$ cat src/rtl/acc_bank_drain_ctrl_pkg.sv
// Shared types for the accumulator bank drain controller: data word width and FSM states.
// The accumulator word width is 32 bits.
package acc_bank_drain_ctrl_pkg;

  localparam int ACC_W = 32;

  typedef enum logic [1:0] {
    ST_IDLE  = 2'd0,
    ST_DRAIN = 2'd1,
    ST_FLUSH = 2'd2,
    ST_DONE  = 2'd3
  } drain_state_e;

endpackage

$ cat src/rtl/acc_bank_drain_ctrl_if.sv
// Row stream from the drain controller to the PPU.
// Handshake: a beat transfers at a posedge where m_valid and m_ready are both 1; while
// m_valid=1 and m_ready=0 the master holds m_data, m_row and m_last stable.
interface acc_bank_drain_ctrl_if #(
    parameter int NUM_COLS   = 16,
    parameter int DEPTH_LOG2 = 8
);
    import acc_bank_drain_ctrl_pkg::*;

    logic                      m_valid;
    logic                      m_ready;
    logic [NUM_COLS*ACC_W-1:0] m_data;
    logic [DEPTH_LOG2-1:0]     m_row;
    logic                      m_last;

    modport master (
        output m_valid, m_data, m_row, m_last,
        input  m_ready
    );

    modport slave (
        input  m_valid, m_data, m_row, m_last,
        output m_ready
    );
endinterface

$ cat src/rtl/acc_bank_drain_ctrl_out_slice.sv
// drain_out_slice: one-entry valid/ready output register holding a row beat.
// can_load is high when the slot is empty or is being emptied this cycle.
module drain_out_slice
    import acc_bank_drain_ctrl_pkg::*;
#(
    parameter int NUM_COLS   = 16,
    parameter int DEPTH_LOG2 = 8
) (
    input  logic                      clk,
    input  logic                      rst_n,
    input  logic                      load,
    input  logic [NUM_COLS*ACC_W-1:0] ld_data,
    input  logic [DEPTH_LOG2-1:0]     ld_row,
    input  logic                      ld_last,
    input  logic                      out_ready,
    output logic                      can_load,
    output logic                      out_valid,
    output logic [NUM_COLS*ACC_W-1:0] out_data,
    output logic [DEPTH_LOG2-1:0]     out_row,
    output logic                      out_last
);
    localparam int DW = NUM_COLS * ACC_W;

    logic                  valid_q, valid_d;
    logic [DW-1:0]         data_q,  data_d;
    logic [DEPTH_LOG2-1:0] row_q,   row_d;
    logic                  last_q,  last_d;

    always_comb begin
        valid_d = valid_q;
        data_d  = data_q;
        row_d   = row_q;
        last_d  = last_q;
        if (load) begin
            valid_d = 1'b1;
            data_d  = ld_data;
            row_d   = ld_row;
            last_d  = ld_last;
        end else if (out_ready) begin
            valid_d = 1'b0;
        end
    end

    always_ff @(posedge clk) begin
        if (!rst_n) begin
            valid_q <= 1'b0;
            data_q  <= '0;
            row_q   <= '0;
            last_q  <= 1'b0;
        end else begin
            valid_q <= valid_d;
            data_q  <= data_d;
            row_q   <= row_d;
            last_q  <= last_d;
        end
    end

    assign can_load  = !valid_q || out_ready;
    assign out_valid = valid_q;
    assign out_data  = data_q;
    assign out_row   = row_q;
    assign out_last  = last_q;
endmodule

$ cat src/rtl/acc_bank_drain_ctrl.sv
// Drains rows 0..num_rows-1 of the column-bank accumulator array into the PPU stream.
// Optional build macro DRAIN_CLEAR_EN: strobe bank_clr_wr_en on each capture to zero the row.
module acc_bank_drain_ctrl
    import acc_bank_drain_ctrl_pkg::*;
#(
    parameter int NUM_COLS   = 16,
    parameter int DEPTH_LOG2 = 8
) (
    input  logic                      clk,
    input  logic                      rst_n,
    input  logic                      start,
    input  logic [DEPTH_LOG2:0]       num_rows,
    output logic                      busy,
    output logic                      done,
    output logic [DEPTH_LOG2-1:0]     bank_addr,
    input  logic [NUM_COLS*ACC_W-1:0] bank_rd_data,
    output logic                      bank_clr_wr_en,
    acc_bank_drain_ctrl_if.master     m_if,
    output drain_state_e              dbg_state
);
    localparam int unsigned MAX_ROWS_I = 1 << DEPTH_LOG2;
    localparam logic [DEPTH_LOG2:0] MAX_ROWS = MAX_ROWS_I[DEPTH_LOG2:0];
    localparam logic [DEPTH_LOG2:0] ONE_ROW  = {{DEPTH_LOG2{1'b0}}, 1'b1};

    drain_state_e          state_q, state_d;
    logic [DEPTH_LOG2:0]   rows_q,  rows_d;
    logic [DEPTH_LOG2-1:0] addr_q,  addr_d;
    logic                  busy_q,  busy_d;
    logic                  done_q,  done_d;

    logic                  load;
    logic                  can_load;
    logic                  is_last;
    logic                  out_valid;
    logic [DEPTH_LOG2:0]   rows_clamped;

    assign rows_clamped = (num_rows > MAX_ROWS) ? MAX_ROWS : num_rows;
    assign is_last      = ({1'b0, addr_q} == (rows_q - ONE_ROW));

    always_comb begin
        state_d = state_q;
        rows_d  = rows_q;
        addr_d  = addr_q;
        busy_d  = busy_q;
        done_d  = 1'b0;
        load    = 1'b0;
        case (state_q)
            ST_IDLE: begin
                // The done-pulse cycle is still closing the previous drain, so start waits one more cycle.
                if (start && !done_q) begin
                    rows_d  = rows_clamped;
                    addr_d  = '0;
                    busy_d  = 1'b1;
                    state_d = (rows_clamped == '0) ? ST_DONE : ST_DRAIN;
                end
            end
            ST_DRAIN: begin
                if (can_load) begin
                    load = 1'b1;
                    // Hold the address on the final row so it never wraps to 0 at full depth.
                    if (is_last) state_d = ST_FLUSH;
                    else         addr_d  = addr_q + 1'b1;
                end
            end
            ST_FLUSH: begin
                if (out_valid && m_if.m_ready) begin
                    state_d = ST_IDLE;
                    busy_d  = 1'b0;
                    done_d  = 1'b1;
                end
            end
            ST_DONE: begin
                state_d = ST_IDLE;
                busy_d  = 1'b0;
                done_d  = 1'b1;
            end
            default: state_d = ST_IDLE;
        endcase
    end

    always_ff @(posedge clk) begin
        if (!rst_n) begin
            state_q <= ST_IDLE;
            rows_q  <= '0;
            addr_q  <= '0;
            busy_q  <= 1'b0;
            done_q  <= 1'b0;
        end else begin
            state_q <= state_d;
            rows_q  <= rows_d;
            addr_q  <= addr_d;
            busy_q  <= busy_d;
            done_q  <= done_d;
        end
    end

    drain_out_slice #(
        .NUM_COLS  (NUM_COLS),
        .DEPTH_LOG2(DEPTH_LOG2)
    ) u_out_slice (
        .clk      (clk),
        .rst_n    (rst_n),
        .load     (load),
        .ld_data  (bank_rd_data),
        .ld_row   (addr_q),
        .ld_last  (is_last),
        .out_ready(m_if.m_ready),
        .can_load (can_load),
        .out_valid(out_valid),
        .out_data (m_if.m_data),
        .out_row  (m_if.m_row),
        .out_last (m_if.m_last)
    );

`ifdef DRAIN_CLEAR_EN
    // The bank wrapper applies the clear after the read path, so the capture sees the old row.
    assign bank_clr_wr_en = load;
`else
    assign bank_clr_wr_en = 1'b0;
`endif

    assign m_if.m_valid = out_valid;
    assign busy         = busy_q;
    assign done         = done_q;
    assign bank_addr    = addr_q;
    assign dbg_state    = state_q;
endmodule
$ cat src/flat_wrapper.sv
// flat-port wrapper written by rule: the top's interface ports become plain ports
module acc_bank_drain_ctrl_flat import acc_bank_drain_ctrl_pkg::*;
#(
    parameter int NUM_COLS   = 16,
    parameter int DEPTH_LOG2 = 8
)
  (clk, rst_n, start, num_rows, busy, done, bank_addr, bank_rd_data, bank_clr_wr_en, dbg_state, m_if_m_valid, m_if_m_data, m_if_m_row, m_if_m_last, m_if_m_ready);
  acc_bank_drain_ctrl_if #(.NUM_COLS(NUM_COLS), .DEPTH_LOG2(DEPTH_LOG2)) m_if_i ();
  input  logic clk;
  input  logic rst_n;
  input  logic start;
  input  logic [DEPTH_LOG2:0] num_rows;
  output logic busy;
  output logic done;
  output logic [DEPTH_LOG2-1:0] bank_addr;
  input  logic [NUM_COLS*ACC_W-1:0] bank_rd_data;
  output logic bank_clr_wr_en;
  output drain_state_e dbg_state;
  output wire logic [$bits(m_if_i.m_valid)-1:0] m_if_m_valid;
  output wire logic [$bits(m_if_i.m_data)-1:0] m_if_m_data;
  output wire logic [$bits(m_if_i.m_row)-1:0] m_if_m_row;
  output wire logic [$bits(m_if_i.m_last)-1:0] m_if_m_last;
  input wire logic [$bits(m_if_i.m_ready)-1:0] m_if_m_ready;
  assign m_if_m_valid = m_if_i.m_valid;
  assign m_if_m_data = m_if_i.m_data;
  assign m_if_m_row = m_if_i.m_row;
  assign m_if_m_last = m_if_i.m_last;
  assign m_if_i.m_ready = m_if_m_ready;
  acc_bank_drain_ctrl #(.NUM_COLS(NUM_COLS), .DEPTH_LOG2(DEPTH_LOG2)) u_core (.clk(clk), .rst_n(rst_n), .start(start), .num_rows(num_rows), .busy(busy), .done(done), .bank_addr(bank_addr), .bank_rd_data(bank_rd_data), .bank_clr_wr_en(bank_clr_wr_en), .m_if(m_if_i), .dbg_state(dbg_state));
endmodule
$ cat config.mk
export PLATFORM = sky130hd
export DESIGN_NAME = acc_bank_drain_ctrl_flat
export DESIGN_NICKNAME = d
export VERILOG_FILES = /design/src/rtl/acc_bank_drain_ctrl_pkg.sv /design/src/rtl/acc_bank_drain_ctrl_if.sv /design/src/rtl/acc_bank_drain_ctrl_out_slice.sv /design/src/rtl/acc_bank_drain_ctrl.sv /design/src/flat_wrapper.sv
export SDC_FILE = /design/constraint.sdc
export NUM_CORES = 1
export LEC_CHECK = 0
export CORE_AREA = 5 5 408 410
export CTS_BUF_LIST = sky130_fd_sc_hd__clkbuf_2 sky130_fd_sc_hd__clkbuf_4 sky130_fd_sc_hd__clkbuf_8
export DETAILED_ROUTE_END_ITERATION = 10
export DIE_AREA = 0 0 413 415
export HOLD_SLACK_MARGIN = 0.15
export PLACE_DENSITY = 0.38
export SYNTH_ARGS = -nofsm -noshare
export SYNTH_HDL_FRONTEND = slang
export SYNTH_SLANG_ARGS = --single-unit
$ cat constraint.sdc
create_clock -name clk -period 2.04 [get_ports clk]
set_input_delay 0.612 -clock clk [delete_from_list [all_inputs] [get_ports clk]]
set_output_delay 0.612 -clock clk [all_outputs]
set_load 0.03 [all_outputs]
# After elaboration in Yosys (flattened, before gate mapping)

Cells that the tools add are included.

Bits in registers: 543
Input bits: 525
Output and inout bits: 535
Logic and storage cells: 55

Add/subtract/negate cells: 2
Magnitude comparators: 1
Equal/unequal tests: 9
Muxes and demuxes: 20
Reduce and logical (&&, ||, !) cells: 14

Operator list:

| operator                                                              | number |
|---|---|
| 8-bit two-way mux                                                     | 3 |
| 8-bit one-hot mux with 2 select lines                                 | 1 |
| 2-bit two-way mux                                                     | 5 |
| 8-bit by 9-bit equality test with 1-bit output                        | 1 |
| 9-bit > comparator, second input constant                             | 1 |
| 9-bit zero test                                                       | 1 |
| 9-bit two-way mux                                                     | 1 |
| 9-bit by 1-bit subtractor with 9-bit output, second input constant    | 1 |
| 8-bit by 1-bit adder with 8-bit output, second input constant         | 1 |
| 2-bit one-hot mux with 4 select lines                                 | 1 |
| 4-bit AND reduction                                                   | 2 |
| 1-bit two-way mux                                                     | 7 |
| 2-bit by 1-bit != test with 1-bit output, second input constant       | 3 |
| 2-bit equality test, second input constant                            | 2 |
| 2-bit != test, second input constant                                  | 2 |
| 2-bit nonzero test                                                    | 2 |
| 1-bit one-hot mux with 3 select lines                                 | 1 |
| 3-bit AND reduction                                                   | 1 |
| 3-bit nonzero test                                                    | 1 |
| 2-bit by 1-bit equality test with 1-bit output, second input constant | 1 |
| 1-bit logical AND                                                     | 2 |
| 1-bit zero test                                                       | 2 |
| 2-bit zero test                                                       | 1 |
| 1-bit one-hot mux with 2 select lines                                 | 1 |
| 2 further kinds                                                       | 2 |

# Logic depth before layout (Yosys ltp)

Gate-level depths: netlist of run 1.

Word-level depth: 6
Gate-level depth with buffers: 10
Gate-level depth less buffers: 9

# By module

From an unflattened synthesis of run 1, not the netlist that was laid out.

Cell total of the unflattened synthesis: 1830
Area total of the unflattened synthesis: 21307.9 µm²

Modules (own cells, without submodules):

| module              | times used | cells an instance | area each (µm²) | sequential area each (µm²) |
|---|---|---|---|---|
| drain_out_slice     | 1          | 1683              | 19994.2         | 10450.0 |
| acc_bank_drain_ctrl | 1          | 147               | 1313.8          | 420.4 |

# Worst setup path after synthesis of run 1

OpenSTA, ideal clock, no wires.

Path type: reg2reg
Start point: register u_core.rows_q[0]
End point: register u_core.addr_q[7], in the netlist u_core.bank_addr[7]
Library setup time: 0.115 ns
Arrival: 2.055 ns
Required time: 1.925 ns
Slack: -0.129 ns
Stages on the path, launching flop included: 11
Buffers on the path: 1
Period minus slack after synthesis: 2.169 ns
Cell sequence: dfxtp_1 > inv_1 > ha_1 > buf_2 > xnor2_1 > a31oi_1 > nor4_4 > o211ai_4 > o31ai_4 > nor3_1 > o21a_1

Cells in the longest elaborated chain, start to end: 4

RTL lines:

| what                                           | RTL line                  | source |
|---|---|---|
| start, declared                                | acc_bank_drain_ctrl.sv:26 | `logic [DEPTH_LOG2:0] rows_q, rows_d;` |
| start signal, assigned                         | acc_bank_drain_ctrl.sv:90 | `rows_q <= rows_d;` |
| 9-bit by 1-bit subtractor with 9-bit output    | acc_bank_drain_ctrl.sv:38 | `assign is_last = ({1'b0, addr_q} == (rows_q - ONE_ROW));` |
| 8-bit by 9-bit equality test with 1-bit output | acc_bank_drain_ctrl.sv:38 |  |
| 2-bit != test (no line)                        | --                        |  |
| 4-bit AND reduction (no line)                  | --                        |  |
| end signal, assigned                           | acc_bank_drain_ctrl.sv:91 | `addr_q <= addr_d;` |
| end, declared                                  | acc_bank_drain_ctrl.sv:27 | `logic [DEPTH_LOG2-1:0] addr_q, addr_d;` |

No other way between the ends.
A chain may end at the register's enable or synchronous reset.

# Worst setup path in the final report of run 1

Start point: register u_core.rows_q[2]
End point: register u_core.addr_q[0], in the netlist u_core.bank_addr[0]

The elaborated chain is that of the path after synthesis.

==> results.cfg, run 1 <==
[place]
dpl.hpwl_um = 87700
placed_cells = 5647
place_congestion = 0.818
portBuffers = 1058

[yosys]
async_flop_share_pct = 0
synth.area.top_cells = dfxtp_1, nand2_1, a21oi_1
syn-num-nets = 2933
yosys.area.top_type = dfxtp_1
synth_edf_count = 0
yosys_most_used_dff = dfxtp_1
syn_inst = 2406
synth.ff_latch_count = 543
avgSynthCellArea_um2 = 7.86
ys_seq_area_share_pct = 57.5
synth_top_cell_area_share_pct = 57.5
synth.distinct_cells = 44
netlist_area_mm2 = 0.0189
yosys_warnings = 0

[setup_path]
critPathKind = reg2reg
path_max_fanout = 4
r2r_start = u_core.rows_q[2]$_SDFFE_PN0P_
cp_data_arrival_time_ns = 2.79
reg2regPathDepth = 8
critPathRequiredTime_ns = 2.77
start_kind = flop
reg2reg_setup_slack_ns = -0.02
reg2reg_to = u_core.bank_addr[0]$_SDFFE_PN0P_
cp-end-kind = flop

[worst_hold_path]
min_from = bank_rd_data[490]
whs_endpoint = u_core.u_out_slice.out_data[490]$_SDFFE_PN0P_
hold_path.class = in2reg
whs_path_depth = 3

[layout]
regArea_mm2 = 0.0116
nFillCells = 17900
final_cells = 5983
finalNetCount = 4223
multiInputGateArea_mm2 = 0.00745
drive_above_1_share_pct = 40.9
layout-area-overhead-vs-synth_pct = 105

[timing]
fin_skew_ns = 0.0403
min_period_ns = 2.06
finalCritPeriodShare_pct = 101
finalHoldViolations = 0
layout_setup_ws_ns = -0.0239
fmax_mhz = 485
slew_headroom_pct = 63.2
setup_violations = 2
whs_ns = 0.330
slew_viol_final = 0
rsz0062_at_grt = true
worst_pin_slew_ns = 0.550

[global_route]
track_usage_pct = 12.4
grt_max_degree = 40
grt_overflow = 0
grt_pass1_vias = 21300
antenna_found_initial = 30
grt_pass1_wl_um = 156000

[die]
initial_core_util_pct = 11.7
dieWidth_um = 413
die_area_mm2 = 0.171
core_mm2 = 0.162
rows = 148
dieHeight_um = 415
ios = 1060

[status]
violations = negative setup slack
status = finished, violations left

[run]
drv_cap = 0

[pwr]
power_w = 0.0342
power.density_mw_per_mm2 = 881
p_sw_w = 0.0107
combPwrFrac_pct = 25.5
intPower_w = 0.0234
leakage_nw = 14.9
sw_frac_of_total_pct = 31.4
ir_drop_v = 0.000498
p_seq_share_pct = 36.0
clkPwrFrac_pct = 38.5

[routing]
antenna_left = 0
drtIter0Drc = 1119
first_pass_iters = 5
drt-total-wl_um = 112000
wire_per_inst_um = 18.7
vias = 21000
vias_per_cell = 3.50
drc_errors = 0

[clock_tree]
cts_tree = yes
clk_latency_ns = 0.84
cts_max_level = 3
root_buffer = clkbuf_8
clock_path_buffers = 3
cts.sinks = 543
cts.clk_slew.worst_paths_ns = 0.07
numCtsBuffers = 108
-- cell usage after synthesis, types with 2 or more instances --
library cell and count:
dfxtp_1 543, and3_1 2, a21oi_1 534, a22o_1 5, clkbuf_1 134, nor3_1 3, o21ai_1 2, nor2b_1 3
nor4_4 2, nand2b_1 4, nand4_1 3, and2_1 2, ha_1 2, nand3b_1 3, nand2_1 1057, nand3_1 3
o21a_1 2, buf_2 40, inv_1 2, buf_1 4, nor4_1 2, nor2_1 11, xor2_1 2, or3_1 6
o21ai_0 8, xnor2_1 9
-- cell usage in the layout (no fill, tap or decap), types with 10 or more instances in the layout --
cell type        count
nor2_1              10
clkbuf_4            41
clkdlybuf4s50_1    524
dfxtp_4             43
buf_8               24
a21oi_1            530
buf_12              42
dlygate4sd3_1       58
clkbuf_8           148
nand2_1           1052
dfxtp_2            494
diode_2             19
buf_4              197
buf_6              513
-- layout make-up --
| class | instances | area share [%] |
|---|---|---|
| inverters | 3 | 0.0484 |
| clock buffers | 189 | 6.05 |
| well taps | 2175 | 7.02 |
| multi-input cells | 1681 | 19.2 |
| diodes | 19 | 0.123 |
| repair buffers | 1359 | 36.9 |
| clock inverters | 14 | 0.600 |
| flip-flops and latches | 543 | 30.0 |
-- flip-flops by register name, summed over array words and instances, names as in the netlist --
name / flops
u_core.done: 1
u_core.busy: 1
u_core.dbg_state: 2
u_core.bank_addr: 8
u_core.u_out_slice.out_row: 8
u_core.rows_q: 9
u_core.u_out_slice.out_valid: 1
u_core.u_out_slice.out_last: 1
u_core.u_out_slice.out_data: 512
-- worst max path at each step --
stage / slack, ns / start / end
3_5_place_dp: -0.42 / start / u_core.bank_addr[5]$_SDFFE_PN0P_
4_1_cts: -0.19 / u_core.bank_addr[2]$_SDFFE_PN0P_ / bank_addr[2]
6_report: -0.02 / u_core.rows_q[2]$_SDFFE_PN0P_ / u_core.bank_addr[0]$_SDFFE_PN0P_
2_1_floorplan: -0.008 / u_core.rows_q[0]$_SDFFE_PN0P_ / u_core.bank_addr[7]$_SDFFE_PN0P_
5_1_grt: -0.15 / u_core.bank_addr[3]$_SDFFE_PN0P_ / u_core.bank_addr[1]$_SDFFE_PN0P_
3_3_place_gp: -0.49 / start / u_core.bank_addr[4]$_SDFFE_PN0P_
-- metal layers --
layer / global-route usage (%) / vias up / wire length, µm / share of wire [%]
met5: 0 / - / 136 / 0.12
met4: 4.24 / 20 / 2890 / 2.6
met3: 4.36 / 160 / 8730 / 7.8
met2: 21.8 / 625 / 56200 / 50
met1: 13.9 / 9736 / 43700 / 39
li1: - / 10400 / - / -
-- kinds of logic (layout without fill, tap and decap cells) --
family,after synthesis,in the layout,share of synthesized area (%)
compound gates,560,560,15.2
xor+xnor,11,11,0.509
fa+ha+maj,2,2,0.132
buf+inv,182,1565,3.90
flops,543,543,57.5
mux,2,2,0.112
other cells,1,20,0.0198
simple gates,1105,1105,22.7
-- power groups by stage --
stage	combinational (W)	clock, W	sequential (W)
floorplan	0.00203	0	0.0138
global placement	0.00833	0	0.0122
detailed placement	0.00832	0	0.0122
CTS	0.00876	0.0138	0.0123
global route	0.00926	0.0142	0.0124
finish	0.00871	0.0131	0.0123
-- stage by stage --
| stage | utilization [%] | setup slack [ns] | setup TNS, ns | instance area, µm² |
|---|---|---|---|---|
| 6_report | 23.9 | -0.0239 | -0.0314 | 38800 |
| 5_1_grt | 23.9 | -0.149 | -4.23 | 38700 |
| 4_1_cts | 23.7 | -0.189 | -22.68 | 38400 |
| 3_5_place_dp | 20.6 | -0.424 | -132.38 | 33400 |
| 3_3_place_gp | 20.6 | -0.491 | -125.87 | 33400 |
| 2_1_floorplan | - | -0.00828 | -0.00828 | 18900 |
-- critical path: stages (launching register included) --
cell and delay, ns:
dfxtp_2 0.34, nor4_4 0.34, nand2_1 0.11, a22o_1 0.25, o211ai_4 0.29, buf_6 0.15
nor2_4 0.04, or3_1 0.34, a21oi_2 0.13
-- timing repair --
action	CTS	global route
resized for setup	4275	38
hold buffers	58	0
setup buffers	36	20
gates cloned	0	0
pin swaps	12	8
endpoints found under the setup margin	543	182
hold endpoints to repair	58	0
No activity file was read; power rests on OpenSTA's default activity.
==> inputs of run 2 (changes only) <==
--- a/config.mk
+++ b/config.mk
@@ -5,6 +5,7 @@
 export SDC_FILE = /design/constraint.sdc
 export NUM_CORES = 1
 export LEC_CHECK = 0
+export CAP_MARGIN = 0
 export CORE_AREA = 5 5 408 410
 export CTS_BUF_LIST = sky130_fd_sc_hd__clkbuf_2 sky130_fd_sc_hd__clkbuf_4 sky130_fd_sc_hd__clkbuf_8
 export DETAILED_ROUTE_END_ITERATION = 10
==> results of run 2 <==
The final DEF is identical to that of run 1; final timing and power are the same.
